<file path="config.mk">
export PLATFORM = sky130hd
export DESIGN_NAME = mc_controller_flat
export DESIGN_NICKNAME = d
export VERILOG_FILES = /design/src/rtl/mc_ctrl_pkg.sv /design/src/rtl/mc_ctrl_if.sv /design/src/rtl/mc_condlogic.sv /design/src/rtl/mc_controller.sv /design/src/flat_wrapper.sv
export SDC_FILE = /design/constraint.sdc
export NUM_CORES = 1
export LEC_CHECK = 0
export ABC_AREA = 1
export CAP_MARGIN = 20
export CELL_PAD_IN_SITES_DETAIL_PLACEMENT = 0
export CELL_PAD_IN_SITES_GLOBAL_PLACEMENT = 1
export CORE_AREA = 2 2 63 65
export CTS_BUF_LIST = sky130_fd_sc_hd__clkbuf_4 sky130_fd_sc_hd__clkbuf_8
export CTS_CLUSTER_SIZE = 16
export DETAILED_ROUTE_END_ITERATION = 10
export DIE_AREA = 0 0 65 67
export GPL_ROUTABILITY_DRIVEN = 0
export PLACE_DENSITY = 0.83
export SYNTH_ARGS = -nofsm -noshare
export SYNTH_HDL_FRONTEND = slang
export SYNTH_SLANG_ARGS = --single-unit
</file>
<file path="constraint.sdc">
create_clock -name clk -period 1.3 [get_ports clk]
set_clock_uncertainty 0.1 [all_clocks]
set_input_delay 0.26 -clock clk [delete_from_list [all_inputs] [get_ports clk]]
set_output_delay 0.26 -clock clk [all_outputs]
set_load 0.01 [all_outputs]
</file>
<file path="src/rtl/mc_ctrl_pkg.sv">
// rtl/mc_ctrl_pkg.sv - shared state, ALU, opcode and condition encodings for the multicycle controller
package mc_ctrl_pkg;

    // Controller states; values are fixed so waveforms and debug taps stay stable
    typedef enum logic [3:0] {
        S_FETCH    = 4'd0,
        S_DECODE   = 4'd1,
        S_MEMADR   = 4'd2,
        S_MEMREAD  = 4'd3,
        S_MEMWB    = 4'd4,
        S_MEMWRITE = 4'd5,
        S_EXECUTER = 4'd6,
        S_EXECUTEI = 4'd7,
        S_ALUWB    = 4'd8,
        S_BRANCH   = 4'd9
    } state_t;

    // ALUControl codes
    localparam logic [1:0] ALU_ADD = 2'b00;
    localparam logic [1:0] ALU_SUB = 2'b01;
    localparam logic [1:0] ALU_AND = 2'b10;
    localparam logic [1:0] ALU_ORR = 2'b11;

    // Instruction class, Instr[27:26]
    localparam logic [1:0] OP_DP  = 2'b00;
    localparam logic [1:0] OP_MEM = 2'b01;
    localparam logic [1:0] OP_B   = 2'b10;
    localparam logic [1:0] OP_UND = 2'b11;

    // Data-processing commands, Instr[24:21]
    localparam logic [3:0] CMD_AND = 4'b0000;
    localparam logic [3:0] CMD_SUB = 4'b0010;
    localparam logic [3:0] CMD_ADD = 4'b0100;
    localparam logic [3:0] CMD_CMP = 4'b1010;
    localparam logic [3:0] CMD_ORR = 4'b1100;

    // Condition codes, Instr[31:28]
    localparam logic [3:0] COND_EQ = 4'h0;
    localparam logic [3:0] COND_NE = 4'h1;
    localparam logic [3:0] COND_CS = 4'h2;
    localparam logic [3:0] COND_CC = 4'h3;
    localparam logic [3:0] COND_MI = 4'h4;
    localparam logic [3:0] COND_PL = 4'h5;
    localparam logic [3:0] COND_VS = 4'h6;
    localparam logic [3:0] COND_VC = 4'h7;
    localparam logic [3:0] COND_HI = 4'h8;
    localparam logic [3:0] COND_LS = 4'h9;
    localparam logic [3:0] COND_GE = 4'hA;
    localparam logic [3:0] COND_LT = 4'hB;
    localparam logic [3:0] COND_GT = 4'hC;
    localparam logic [3:0] COND_LE = 4'hD;
    localparam logic [3:0] COND_AL = 4'hE;

    // Evaluate an ARM condition against NZCV; the reserved code 1111 never passes
    function automatic logic cond_eval(input logic [3:0] cond, input logic [3:0] nzcv);
        logic n, z, c, v, res;
        {n, z, c, v} = nzcv;
        case (cond)
            COND_EQ: res = z;
            COND_NE: res = ~z;
            COND_CS: res = c;
            COND_CC: res = ~c;
            COND_MI: res = n;
            COND_PL: res = ~n;
            COND_VS: res = v;
            COND_VC: res = ~v;
            COND_HI: res = c & ~z;
            COND_LS: res = ~c | z;
            COND_GE: res = (n == v);
            COND_LT: res = (n != v);
            COND_GT: res = ~z & (n == v);
            COND_LE: res = z | (n != v);
            COND_AL: res = 1'b1;
            default: res = 1'b0;
        endcase
        return res;
    endfunction

endpackage

</file>
<file path="src/rtl/mc_ctrl_if.sv">
// rtl/mc_ctrl_if.sv - controller <-> datapath signal bundle; mem_ready exists only with MC_CTRL_STALL_EN
interface mc_ctrl_if;
    logic [19:0] Instr;
    logic [3:0]  ALUFlags;
`ifdef MC_CTRL_STALL_EN
    logic        mem_ready;
`endif
    logic        PCWrite;
    logic        AdrSrc;
    logic        MemWrite;
    logic        IRWrite;
    logic [1:0]  ResultSrc;
    logic        ALUSrcA;
    logic [1:0]  ALUSrcB;
    logic [1:0]  ALUControl;
    logic [1:0]  ImmSrc;
    logic [1:0]  RegSrc;
    logic        RegWrite;

    // Controller side
    modport master (
        input  Instr,
        input  ALUFlags,
`ifdef MC_CTRL_STALL_EN
        input  mem_ready,
`endif
        output PCWrite,
        output AdrSrc,
        output MemWrite,
        output IRWrite,
        output ResultSrc,
        output ALUSrcA,
        output ALUSrcB,
        output ALUControl,
        output ImmSrc,
        output RegSrc,
        output RegWrite
    );

    // Datapath side
    modport slave (
        output Instr,
        output ALUFlags,
`ifdef MC_CTRL_STALL_EN
        output mem_ready,
`endif
        input  PCWrite,
        input  AdrSrc,
        input  MemWrite,
        input  IRWrite,
        input  ResultSrc,
        input  ALUSrcA,
        input  ALUSrcB,
        input  ALUControl,
        input  ImmSrc,
        input  RegSrc,
        input  RegWrite
    );
endinterface

</file>
<file path="src/rtl/mc_condlogic.sv">
// rtl/mc_condlogic.sv - NZCV flag register, condition evaluation and latched condition result
module mc_condlogic
    import mc_ctrl_pkg::*;
#(
    parameter logic [3:0] FLAGS_RST = 4'h0
) (
    input  logic       clk,
    input  logic       reset,
    input  logic [3:0] i_cond,
    input  logic [3:0] i_alu_flags,
    input  logic       i_cond_load,
    input  logic       i_flags_wr,
    input  logic       i_cv_wr,
    output logic       o_cond_q
);
    logic [3:0] r_flags;
    logic       r_cond_q;
    logic       w_wr_nz;
    logic       w_wr_cv;

    // An instruction that failed its condition must never touch the flags
    assign w_wr_nz  = i_flags_wr & r_cond_q;
    assign w_wr_cv  = w_wr_nz & i_cv_wr;
    assign o_cond_q = r_cond_q;

    // Flag register and condition latch; condition sampled from the flags as they stand in DECODE
    always_ff @(posedge clk or negedge reset) begin
        if (!reset) begin
            r_flags  <= FLAGS_RST;
            r_cond_q <= 1'b0;
        end else begin
            if (i_cond_load) r_cond_q <= cond_eval(i_cond, r_flags);
            if (w_wr_nz)     r_flags[3:2] <= i_alu_flags[3:2];
            if (w_wr_cv)     r_flags[1:0] <= i_alu_flags[1:0];
        end
    end
endmodule

</file>
<file path="src/rtl/mc_controller.sv">
// rtl/mc_controller.sv - multicycle ARM-subset control FSM and decode; MC_CTRL_STALL_EN adds memory-ready stalls
module mc_controller
    import mc_ctrl_pkg::*;
#(
    parameter logic [3:0] FLAGS_RST = 4'h0
) (
    input  logic      clk,
    input  logic      reset,
    mc_ctrl_if.master bus
);
    localparam logic [3:0] ST_FETCH    = S_FETCH;
    localparam logic [3:0] ST_DECODE   = S_DECODE;
    localparam logic [3:0] ST_MEMADR   = S_MEMADR;
    localparam logic [3:0] ST_MEMREAD  = S_MEMREAD;
    localparam logic [3:0] ST_MEMWB    = S_MEMWB;
    localparam logic [3:0] ST_MEMWRITE = S_MEMWRITE;
    localparam logic [3:0] ST_EXECUTER = S_EXECUTER;
    localparam logic [3:0] ST_EXECUTEI = S_EXECUTEI;
    localparam logic [3:0] ST_ALUWB    = S_ALUWB;
    localparam logic [3:0] ST_BRANCH   = S_BRANCH;

    logic [3:0] r_state;
    logic [3:0] w_state_nxt;

    // Instruction fields; Instr carries bits [31:12], so index = bit - 12
    logic [3:0] w_cond;
    logic [1:0] w_op;
    logic       w_imm;
    logic [3:0] w_cmd;
    logic       w_s;
    logic [3:0] w_rd;
    logic       w_unused;

    assign w_cond   = bus.Instr[19:16];
    assign w_op     = bus.Instr[15:14];
    assign w_imm    = bus.Instr[13];
    assign w_cmd    = bus.Instr[12:9];
    assign w_s      = bus.Instr[8];
    assign w_rd     = bus.Instr[3:0];
    assign w_unused = &{1'b0, bus.Instr[7:4]};

    logic w_mem_ready;
`ifdef MC_CTRL_STALL_EN
    assign w_mem_ready = bus.mem_ready;
`else
    assign w_mem_ready = 1'b1;
`endif

    // Data-processing command decode; unknown commands fall through as NOPs
    logic [1:0] w_alu_op;
    logic       w_cmd_valid;
    logic       w_nowrite;
    logic       w_cv_op;

    // Map cmd to ALU operation, write-back suppression and carry/overflow relevance
    always_comb begin
        w_alu_op    = ALU_ADD;
        w_cmd_valid = 1'b1;
        w_nowrite   = 1'b0;
        w_cv_op     = 1'b0;
        case (w_cmd)
            CMD_ADD: begin w_alu_op = ALU_ADD; w_cv_op = 1'b1; end
            CMD_SUB: begin w_alu_op = ALU_SUB; w_cv_op = 1'b1; end
            CMD_AND: w_alu_op = ALU_AND;
            CMD_ORR: w_alu_op = ALU_ORR;
            CMD_CMP: begin w_alu_op = ALU_SUB; w_cv_op = 1'b1; w_nowrite = 1'b1; end
            default: w_cmd_valid = 1'b0;
        endcase
    end

    logic w_cond_q;
    logic w_in_exec;

    assign w_in_exec = (r_state == ST_EXECUTER) || (r_state == ST_EXECUTEI);

    mc_condlogic #(
        .FLAGS_RST (FLAGS_RST)
    ) u_cond (
        .clk         (clk),
        .reset       (reset),
        .i_cond      (w_cond),
        .i_alu_flags (bus.ALUFlags),
        .i_cond_load (r_state == ST_DECODE),
        .i_flags_wr  (w_in_exec & w_s),
        .i_cv_wr     (w_cv_op),
        .o_cond_q    (w_cond_q)
    );

    // Next-state selection; memory-facing states wait on mem_ready when stalls are enabled
    always_comb begin
        w_state_nxt = r_state;
        case (r_state)
            ST_FETCH: if (w_mem_ready) w_state_nxt = ST_DECODE;
            ST_DECODE: begin
                case (w_op)
                    OP_MEM: w_state_nxt = ST_MEMADR;
                    OP_DP: begin
                        if (!w_cmd_valid) w_state_nxt = ST_FETCH;
                        else if (w_imm)   w_state_nxt = ST_EXECUTEI;
                        else              w_state_nxt = ST_EXECUTER;
                    end
                    OP_B:   w_state_nxt = ST_BRANCH;
                    OP_UND: w_state_nxt = ST_FETCH;
                endcase
            end
            ST_MEMADR:   w_state_nxt = w_s ? ST_MEMREAD : ST_MEMWRITE;
            ST_MEMREAD:  if (w_mem_ready) w_state_nxt = ST_MEMWB;
            ST_MEMWRITE: if (w_mem_ready) w_state_nxt = ST_FETCH;
            ST_EXECUTER: w_state_nxt = ST_ALUWB;
            ST_EXECUTEI: w_state_nxt = ST_ALUWB;
            ST_MEMWB:    w_state_nxt = ST_FETCH;
            ST_ALUWB:    w_state_nxt = ST_FETCH;
            ST_BRANCH:   w_state_nxt = ST_FETCH;
            default:     w_state_nxt = ST_FETCH;
        endcase
    end

    // State register; reset aborts any instruction in flight
    always_ff @(posedge clk or negedge reset) begin
        if (!reset) r_state <= ST_FETCH;
        else        r_state <= w_state_nxt;
    end

    logic       w_pcwrite;
    logic       w_adrsrc;
    logic       w_memwrite;
    logic       w_irwrite;
    logic [1:0] w_resultsrc;
    logic       w_alusrca;
    logic [1:0] w_alusrcb;
    logic [1:0] w_alucontrol;
    logic       w_regwrite;

    // Per-state datapath controls; anything not set stays 0 / ADD
    always_comb begin
        w_pcwrite    = 1'b0;
        w_adrsrc     = 1'b0;
        w_memwrite   = 1'b0;
        w_irwrite    = 1'b0;
        w_resultsrc  = 2'b00;
        w_alusrca    = 1'b0;
        w_alusrcb    = 2'b00;
        w_alucontrol = ALU_ADD;
        w_regwrite   = 1'b0;
        case (r_state)
            ST_FETCH: begin
                w_alusrca   = 1'b1;
                w_alusrcb   = 2'b10;
                w_resultsrc = 2'b10;
                w_irwrite   = w_mem_ready;
                w_pcwrite   = w_mem_ready;
            end
            ST_DECODE: begin
                w_alusrca = 1'b1;
                w_alusrcb = 2'b10;
            end
            ST_MEMADR:  w_alusrcb = 2'b01;
            ST_MEMREAD: w_adrsrc  = 1'b1;
            ST_MEMWB: begin
                w_resultsrc = 2'b01;
                w_regwrite  = w_cond_q;
            end
            ST_MEMWRITE: begin
                w_adrsrc   = 1'b1;
                w_memwrite = w_cond_q;
            end
            ST_EXECUTER: begin
                w_alusrcb    = 2'b00;
                w_alucontrol = w_alu_op;
            end
            ST_EXECUTEI: begin
                w_alusrcb    = 2'b01;
                w_alucontrol = w_alu_op;
            end
            ST_ALUWB: begin
                w_resultsrc = 2'b00;
                // Writes to r15 redirect the PC instead of the register file
                if (w_rd == 4'hF) w_pcwrite  = w_cond_q & ~w_nowrite;
                else              w_regwrite = w_cond_q & ~w_nowrite;
            end
            ST_BRANCH: begin
                w_alusrcb   = 2'b01;
                w_resultsrc = 2'b10;
                w_pcwrite   = w_cond_q;
            end
            default: ;
        endcase
    end

    // Write enables are held off combinationally for as long as reset is low
    assign bus.PCWrite    = w_pcwrite  & reset;
    assign bus.IRWrite    = w_irwrite  & reset;
    assign bus.MemWrite   = w_memwrite & reset;
    assign bus.RegWrite   = w_regwrite & reset;
    assign bus.AdrSrc     = w_adrsrc;
    assign bus.ResultSrc  = w_resultsrc;
    assign bus.ALUSrcA    = w_alusrca;
    assign bus.ALUSrcB    = w_alusrcb;
    assign bus.ALUControl = w_alucontrol;
    assign bus.ImmSrc     = w_op;
    assign bus.RegSrc     = {(w_op == OP_MEM) & ~w_s, (w_op == OP_B)};
endmodule
</file>
<file path="src/flat_wrapper.sv">
// flat-port wrapper written by rule: the top's interface ports become plain ports
module mc_controller_flat import mc_ctrl_pkg::*;
#(
    parameter logic [3:0] FLAGS_RST = 4'h0
)
  (clk, reset, bus_Instr, bus_ALUFlags, bus_PCWrite, bus_AdrSrc, bus_MemWrite, bus_IRWrite, bus_ResultSrc, bus_ALUSrcA, bus_ALUSrcB, bus_ALUControl, bus_ImmSrc, bus_RegSrc, bus_RegWrite);
  mc_ctrl_if bus_i ();
  input  logic clk;
  input  logic reset;
  input wire logic [$bits(bus_i.Instr)-1:0] bus_Instr;
  input wire logic [$bits(bus_i.ALUFlags)-1:0] bus_ALUFlags;
  output wire logic [$bits(bus_i.PCWrite)-1:0] bus_PCWrite;
  output wire logic [$bits(bus_i.AdrSrc)-1:0] bus_AdrSrc;
  output wire logic [$bits(bus_i.MemWrite)-1:0] bus_MemWrite;
  output wire logic [$bits(bus_i.IRWrite)-1:0] bus_IRWrite;
  output wire logic [$bits(bus_i.ResultSrc)-1:0] bus_ResultSrc;
  output wire logic [$bits(bus_i.ALUSrcA)-1:0] bus_ALUSrcA;
  output wire logic [$bits(bus_i.ALUSrcB)-1:0] bus_ALUSrcB;
  output wire logic [$bits(bus_i.ALUControl)-1:0] bus_ALUControl;
  output wire logic [$bits(bus_i.ImmSrc)-1:0] bus_ImmSrc;
  output wire logic [$bits(bus_i.RegSrc)-1:0] bus_RegSrc;
  output wire logic [$bits(bus_i.RegWrite)-1:0] bus_RegWrite;
  assign bus_i.Instr = bus_Instr;
  assign bus_i.ALUFlags = bus_ALUFlags;
  assign bus_PCWrite = bus_i.PCWrite;
  assign bus_AdrSrc = bus_i.AdrSrc;
  assign bus_MemWrite = bus_i.MemWrite;
  assign bus_IRWrite = bus_i.IRWrite;
  assign bus_ResultSrc = bus_i.ResultSrc;
  assign bus_ALUSrcA = bus_i.ALUSrcA;
  assign bus_ALUSrcB = bus_i.ALUSrcB;
  assign bus_ALUControl = bus_i.ALUControl;
  assign bus_ImmSrc = bus_i.ImmSrc;
  assign bus_RegSrc = bus_i.RegSrc;
  assign bus_RegWrite = bus_i.RegWrite;
  mc_controller #(.FLAGS_RST(FLAGS_RST)) u_core (.clk(clk), .reset(reset), .bus(bus_i));
endmodule
</file>
==> results of run 1 <==
[metrics by stage]
step                      total power [mW]  hold WS (ps)  util (%)  worst slack (ps)  TNS [ps]
final                                 3.03           312      47.7              -483     -6410
after global routing                  3.25           349      47.7              -604     -7980
after CTS                             2.71           318      45.2              -591     -5570
after detailed placement              2.18           481      41.7              -865    -12620
after global placement                2.18           461      41.7              -852    -12490
after floorplan                       1.17          -136         -              -159      -256
[state kept, by name (all words and copies together) (netlist names)]
| name | count |
|---|---|
| u_core.u_cond.o_cond_q | 1 |
| u_core.r_state | 4 |
| u_core.u_cond.r_flags | 4 |
[power groups by stage]
| stage | logic (mW) | registers [mW] | clock network, mW |
|---|---|---|---|
| after floorplan | 0.687 | 0.485 | 0 |
| after global placement | 1.71 | 0.466 | 0 |
| after detailed placement | 1.72 | 0.465 | 0 |
| after CTS | 1.89 | 0.465 | 0.350 |
| after global routing | 2.38 | 0.502 | 0.366 |
| final | 2.20 | 0.488 | 0.344 |
[final timing paths]
kind                                                        end  slack (ps)  depth (start not counted)
setup reg to reg           u_core.u_cond.r_flags[1]$_DFFE_PN0P_        -310                          8
hold / removal               u_core.u_cond.o_cond_q$_DFFE_PN0P_         310                          2
min in group clk                    u_core.r_state[2]$_DFF_PN0_         420                          3
max in group asynchronous           u_core.r_state[3]$_DFF_PN0_         630                          2
setup / recovery                                    bus_PCWrite        -480                          8
hold reg to reg            u_core.u_cond.r_flags[2]$_DFFE_PN0P_         490                          2
[kinds of logic after synthesis]
family / synth area share [%]
buffers and inverters: 13.2
AND/OR/NAND/NOR: 48.3
AO/OA/AOI/OAI: 11.3
flip-flops: 27.2
[cell usage after synthesis]
| master | number |
|---|---|
| nor3_4 | 1 |
| nand2_1 | 39 |
| dfrtp_1 | 9 |
| o31ai_1 | 1 |
| nor2_4 | 1 |
| nor2_2 | 1 |
| a21oi_1 | 6 |
| o22ai_1 | 1 |
| nand3_1 | 16 |
| buf_4 | 2 |
| inv_1 | 24 |
| nand4_1 | 2 |
| o211ai_1 | 2 |
| nand2_2 | 2 |
| inv_2 | 1 |
| nor3_1 | 4 |
| o21ai_0 | 7 |
| nor2_1 | 25 |
[metal layers]
metal,GRT usage (%),part of all wire [%]
met5,0,0
met4,1.60,0.48
met3,3.21,3.1
met2,26.8,54
met1,16.4,42
[final cells by class]
cell class                      instances  area [µm²]
Tap cell                               48        60.1
Multi-Input combinational cell        108         614
Sequential cell                         9         226
Inverter                               25        93.8
Fill cell                             376        1890
Clock buffer                            4        48.8
Timing Repair Buffer                   83         676
[cell usage in the layout (no fill, tap or decap), drive strengths merged]
cell type and instances:
nand2 41, clkdlybuf4s50 10, o21ai 7, clkbuf 4
nor3 5, inv 25, nand3 16, nor2 27
a21oi 6, dlygate4sd2 11, o211ai 2, o22ai 1
dfrtp 9, buf 62, o31ai 1, nand4 2
[critical path: stages, from the launching register on]
cell     delay (ps)
dfrtp_1         390
nor2_2          150
inv_2            60
nor3_2          140
o31ai_2         100
nor2_1          100
nor2_1           60
nor2_2           70
buf_2           130
[what timing repair did]
| action | 4_1_cts | 5_1_grt |
|---|---|---|
| gates resized for setup | 104 | 26 |
| setup endpoints to repair | 25 | 21 |
| pin swaps | 20 | 14 |
| buffers inserted | 11 | 3 |
==> impl_metrics.xml, run 1 <==
<?xml version="1.0" encoding="UTF-8"?>
<metrics>
  <group name="cts">
    <metric name="tritoncts_clock_tree" unit="">built</metric>
    <metric name="ctsLongestPathBuffers" unit="">2</metric>
    <metric name="ctsHtreeMaxLevel" unit="">1</metric>
    <metric name="cts.root.buffer_cell" unit="">clkbuf_8</metric>
    <metric name="clk_latency" unit="ps">230</metric>
    <metric name="cts.sink_count" unit="">9</metric>
    <metric name="clkTransAtPathRegs" unit="ps">50</metric>
    <metric name="cts_made_buffers" unit="">3</metric>
    <metric name="number_of_hold_buffers_added_after_cts" unit="">0</metric>
  </group>
  <group name="floorplan">
    <metric name="die_x" unit="µm">65</metric>
    <metric name="initial_cell_density_of_the_core" unit="%">22.9</metric>
    <metric name="placementRows" unit="">22</metric>
    <metric name="core_footprint" unit="µm²">3610</metric>
    <metric name="die_area" unit="µm²">4360</metric>
    <metric name="fp.dieH" unit="µm">67</metric>
    <metric name="io-pin-count" unit="">42</metric>
  </group>
  <group name="global_route">
    <metric name="pin_count_of_the_biggest_net_entering_global_routing" unit="">10</metric>
    <metric name="grt_pass1_wl" unit="µm">4810</metric>
    <metric name="antenna_found_initial" unit="">0</metric>
    <metric name="grt.total_usage" unit="%">14.1</metric>
    <metric name="globalRouteOverflowTotal" unit="">0</metric>
    <metric name="number_of_global_route_vias_before_repair" unit="">1165</metric>
  </group>
  <group name="critical_path">
    <metric name="timing.critical_path.from" unit="">u_core.r_state[0]$_DFF_PN0_</metric>
    <metric name="r2r_start" unit="">u_core.r_state[3]$_DFF_PN0_</metric>
    <metric name="cp-start-kind" unit="">register</metric>
    <metric name="crit_path_end_kind" unit="">primary output</metric>
    <metric name="worst_ep_required_time" unit="ps">940</metric>
    <metric name="timing_worst_setup_path_type" unit="">reg2out</metric>
    <metric name="worstPathArrival" unit="ps">1420</metric>
    <metric name="worstPathMaxFanout" unit="">2</metric>
  </group>
  <group name="final_layout">
    <metric name="area_delta_synth_final" unit="%">108</metric>
    <metric name="layout_cell_area_excl_fill" unit="µm²">1720</metric>
    <metric name="antennaDiodeCount" unit="">0</metric>
    <metric name="finalNonFillerCells" unit="">277</metric>
    <metric name="drive_gt1_share" unit="%">45.4</metric>
    <metric name="final_nets" unit="">256</metric>
  </group>
  <group name="logic_synthesis">
    <metric name="synth-seq-cells" unit="">9</metric>
    <metric name="count_of_different_cell_masters_after_synthesis" unit="">18</metric>
    <metric name="synth.avg_cell_area" unit="µm²">5.74</metric>
    <metric name="syn_nets" unit="">170</metric>
    <metric name="synth_seq_area_share" unit="%">27.2</metric>
    <metric name="yosysWarnings" unit="">0</metric>
    <metric name="synth_area_leader" unit="">dfrtp_1</metric>
    <metric name="netlist_instances" unit="">144</metric>
    <metric name="post_synth_main_area_contributors" unit="">dfrtp_1 27%, nand2_1 18%, nor2_1 11%</metric>
    <metric name="yosysTopAreaCellShare" unit="%">27.2</metric>
    <metric name="syn-cell-area" unit="µm²">827</metric>
  </group>
  <group name="pwr">
    <metric name="netSwitchingFraction" unit="%">41.6</metric>
    <metric name="clock_power_share" unit="%">11.3</metric>
    <metric name="power.net_switching" unit="mW">1.26</metric>
    <metric name="power.share.combinational" unit="%">72.6</metric>
    <metric name="power-per-cell-area" unit="nW/µm²">1760</metric>
    <metric name="irDropWorstVdd" unit="V">0.000618</metric>
    <metric name="p_leak" unit="nW">0.924</metric>
    <metric name="power_report.internal_total" unit="mW">1.77</metric>
    <metric name="power.share.sequential" unit="%">16.1</metric>
  </group>
  <group name="detailed_routing">
    <metric name="wl" unit="µm">2940</metric>
    <metric name="drtAntennaViolNets" unit="">0</metric>
    <metric name="drt_first_pass_iters" unit="">4</metric>
    <metric name="routed-via-count" unit="">1208</metric>
    <metric name="detail_route.wl_per_cell" unit="µm">10.6</metric>
    <metric name="drt_iter0_markers" unit="">29</metric>
    <metric name="vias_per_cell" unit="">4.36</metric>
    <metric name="drt_drc_violations_left" unit="">0</metric>
  </group>
  <group name="timing">
    <metric name="fin_crit_share" unit="%">137</metric>
    <metric name="grt_setup_unrepaired" unit="">true</metric>
    <metric name="maxSlewViolCount" unit="">0</metric>
    <metric name="timing.fmax" unit="MHz">561</metric>
    <metric name="report.final.setup_viol" unit="">21</metric>
    <metric name="setup_slack" unit="ps">-483</metric>
    <metric name="final-hold-violation-count" unit="">0</metric>
    <metric name="worstMarginPinSlew" unit="ps">222</metric>
    <metric name="timing.slew.headroom" unit="%">85.1</metric>
    <metric name="finalCriticalPeriod" unit="ps">1780</metric>
  </group>
  <group name="job">
    <metric name="maxCapViolCount" unit="">0</metric>
  </group>
  <group name="status">
    <metric name="outcome" unit="">finished, violations left</metric>
    <metric name="failed_checks" unit="">setup timing</metric>
  </group>
  <group name="placement">
    <metric name="place.detailed.instances" unit="">261</metric>
    <metric name="placement.cell_area" unit="µm²">1510</metric>
    <metric name="io_buffer_count" unit="">37</metric>
    <metric name="detailed_place_hpwl" unit="µm">2230</metric>
  </group>
  <group name="hold_path">
    <metric name="min-delay-path-class" unit="">in2async</metric>
  </group>
</metrics>
Note: power is estimated with default switching activity, not from simulation.
==> inputs of run 2 (changes only) <==
- RECOVER_POWER: unset -> 100
==> run 2 against run 1 <==
Cell count stayed put. The flow still finishes with violations (setup timing). Worst setup slack hardly changed. Largest power group unchanged. Non-clock buffer count stayed put. Hold slack hardly changed. Critical path depth stayed put. Critical path type unchanged. Highest routed layer unchanged. First-iteration DRC count stayed put.
==> impl_metrics.xml, run 2 (synthesized netlist as in run 1, its figures left out) <==
<?xml version="1.0" encoding="UTF-8"?>
<metrics>
  <group name="critical_path">
    <metric name="cell_by_cell_listing_of_the_critical_path" unit="">nor2_2, inv_2, nor3_2, o31ai_2, nor2_1, nor2_1, nor2_2, buf_2</metric>
    <metric name="crit_path_end_kind" unit="">primary output</metric>
    <metric name="worst_path_dominant_cell_family" unit="">simple AND/OR/NAND/NOR gates</metric>
    <metric name="worstPathMaxFanout" unit="">2</metric>
    <metric name="crit_buf_inv" unit="">2</metric>
    <metric name="cp-start-kind" unit="">register</metric>
    <metric name="worstPathArrival" unit="ps">1420</metric>
    <metric name="critical_path.reg2reg.endpoint" unit="">u_core.u_cond.r_flags[1]$_DFFE_PN0P_</metric>
    <metric name="worst_ep_required_time" unit="ps">940</metric>
    <metric name="reg2reg_slack" unit="ps">-310</metric>
    <metric name="timing_worst_setup_path_type" unit="">reg2out</metric>
    <metric name="r2r.worst_path.cells" unit="">8</metric>
    <metric name="r2r_start" unit="">u_core.r_state[3]$_DFF_PN0_</metric>
    <metric name="critical_path.max_stage_delay" unit="ps">390</metric>
    <metric name="worst-path-stages" unit="">8</metric>
    <metric name="timing.critical_path.slowest_stage_cell" unit="">dfrtp_1</metric>
  </group>
  <group name="final_layout">
    <metric name="fillCellCount" unit="">377</metric>
    <metric name="mostFrequentLayoutCells" unit="">35 x buf_4, 32 x nand2_1, 18 x inv_1, 18 x nor2_1</metric>
    <metric name="drive_gt1_share" unit="%">45.0</metric>
    <metric name="ff_latch_area" unit="µm²">226</metric>
    <metric name="area_delta_synth_final" unit="%">108</metric>
    <metric name="area_used_by_multi_input_combinational_logic" unit="µm²">614</metric>
    <metric name="antennaDiodeCount" unit="">0</metric>
    <metric name="commonest_non_fill_non_tap_cell_in_the_layout" unit="">buf_4</metric>
    <metric name="final_nets" unit="">256</metric>
  </group>
  <group name="timing">
    <metric name="fin_crit_share" unit="%">137</metric>
    <metric name="timing.fmax" unit="MHz">561</metric>
    <metric name="finalHoldWorstSlack" unit="ps">312</metric>
    <metric name="finalCriticalPeriod" unit="ps">1780</metric>
    <metric name="worstMarginPinSlew" unit="ps">222</metric>
    <metric name="grt_setup_unrepaired" unit="">true</metric>
    <metric name="timing.slew.headroom" unit="%">85.1</metric>
    <metric name="report.final.setup_viol" unit="">21</metric>
    <metric name="maxSlewViolCount" unit="">0</metric>
    <metric name="final-hold-violation-count" unit="">0</metric>
    <metric name="setup_slack" unit="ps">-483</metric>
  </group>
  <group name="global_route">
    <metric name="pin_count_of_the_biggest_net_entering_global_routing" unit="">10</metric>
    <metric name="globalRouteOverflowTotal" unit="">0</metric>
    <metric name="number_of_global_route_vias_before_repair" unit="">1165</metric>
    <metric name="grt.total_usage" unit="%">14.1</metric>
    <metric name="grt_pass1_wl" unit="µm">4810</metric>
    <metric name="antenna_found_initial" unit="">0</metric>
  </group>
  <group name="pwr">
    <metric name="irDropWorstVdd" unit="V">0.000618</metric>
    <metric name="power-per-cell-area" unit="nW/µm²">1760</metric>
    <metric name="p_leak" unit="nW">0.921</metric>
  </group>
  <group name="status">
    <metric name="failed_checks" unit="">setup timing</metric>
    <metric name="outcome" unit="">finished, violations left</metric>
  </group>
  <group name="cts">
    <metric name="tritoncts_clock_tree" unit="">built</metric>
    <metric name="clkTransAtPathRegs" unit="ps">50</metric>
    <metric name="cts.sink_count" unit="">9</metric>
    <metric name="cts.root.buffer_cell" unit="">clkbuf_8</metric>
    <metric name="ctsHtreeMaxLevel" unit="">1</metric>
    <metric name="ctsLongestPathBuffers" unit="">2</metric>
    <metric name="clk_latency" unit="ps">230</metric>
    <metric name="cts_made_buffers" unit="">3</metric>
  </group>
  <group name="floorplan">
    <metric name="placementRows" unit="">22</metric>
    <metric name="io-pin-count" unit="">42</metric>
    <metric name="core_footprint" unit="µm²">3610</metric>
    <metric name="fp.dieH" unit="µm">67</metric>
    <metric name="initial_cell_density_of_the_core" unit="%">22.9</metric>
    <metric name="die_x" unit="µm">65</metric>
    <metric name="die_area" unit="µm²">4360</metric>
  </group>
  <group name="detailed_routing">
    <metric name="vias_per_cell" unit="">4.36</metric>
    <metric name="wl" unit="µm">2940</metric>
    <metric name="detail_route.wl_per_cell" unit="µm">10.6</metric>
    <metric name="drt_iter0_markers" unit="">29</metric>
    <metric name="drt_first_pass_iters" unit="">4</metric>
    <metric name="drtAntennaViolNets" unit="">0</metric>
    <metric name="drt_drc_violations_left" unit="">0</metric>
    <metric name="routed-via-count" unit="">1207</metric>
  </group>
  <group name="job">
    <metric name="maxCapViolCount" unit="">0</metric>
  </group>
  <group name="placement">
    <metric name="io_buffer_count" unit="">37</metric>
    <metric name="detailed_place_hpwl" unit="µm">2230</metric>
    <metric name="place_worst_setup_slack" unit="ps">-865</metric>
  </group>
  <group name="hold_path">
    <metric name="min-delay-path-class" unit="">in2async</metric>
  </group>
</metrics>
-- run 2: changes by cell type in the layout (fill, tap and decap cells not counted), sizes merged --
cell    previous run  this run
buf               62        61
clkbuf             4         5
-- run 2: worst max-delay path by stage --
stage                                      from                end  slack [ps]
detailed placement                bus_Instr[12]        bus_PCWrite        -870
global route        u_core.r_state[0]$_DFF_PN0_        bus_PCWrite        -600
floorplan           u_core.r_state[0]$_DFF_PN0_        bus_PCWrite        -160
CTS                 u_core.r_state[1]$_DFF_PN0_        bus_PCWrite        -590
finish              u_core.r_state[0]$_DFF_PN0_        bus_PCWrite        -480
global placement                  bus_Instr[10]  bus_ALUControl[1]        -850
-- run 2: per-stage QoR --
| stage | cell area [µm²] | instances | TNS (ps) | util (%) | power [mW] |
|---|---|---|---|---|---|
| after global placement | 1510 | 261 | -12490 | 41.7 | 2.18 |
| after CTS | 1630 | 275 | -5570 | 45.2 | 2.71 |
| after detailed placement | 1510 | 261 | -12620 | 41.7 | 2.18 |
| after global routing | 1720 | 277 | -7980 | 47.6 | 3.25 |
| after floorplan | 835 | 144 | -256 | - | 1.17 |
| final | 1720 | 277 | -6410 | 47.6 | 3.03 |
-- run 2: timing repair --
item                       4_1_cts  5_1_grt
resized for setup              104       26
hold endpoints to repair         0        0
buffers inserted                11        3
pin swaps                       20       14
hold buffers                     0        0
setup endpoints to repair       25       21
-- run 2: cell type report --
type	instances	area share, %
Tap cell	48	3.50
Timing Repair Buffer	83	39.3
Inverter	25	5.46
Clock buffer	4	2.84
Sequential cell	9	13.2
Multi-Input combinational cell	108	35.8
-- run 2: per-layer routing --
| metal | part of all wire [%] | routed length, µm | track usage, % | vias to the layer above |
|---|---|---|---|---|
| li1 | - | - | - | 629 |
| met1 | 42 | 1240 | 16.4 | 557 |
| met2 | 54 | 1590 | 26.8 | 19 |
| met3 | 3.2 | 93 | 3.21 | 2 |
| met4 | 0.48 | 14 | 1.60 | 0 |
| met5 | 0 | 0 | 0 | - |
-- run 2: power breakdown --
part	switching [mW]	internal (mW)	leakage, nW	total, mW
sequential	0.0965	0.391	0.104	0.488
clock	0.109	0.234	0.0262	0.344
combinational	1.05	1.14	0.791	2.20
total	1.26	1.77	0.921	3.03
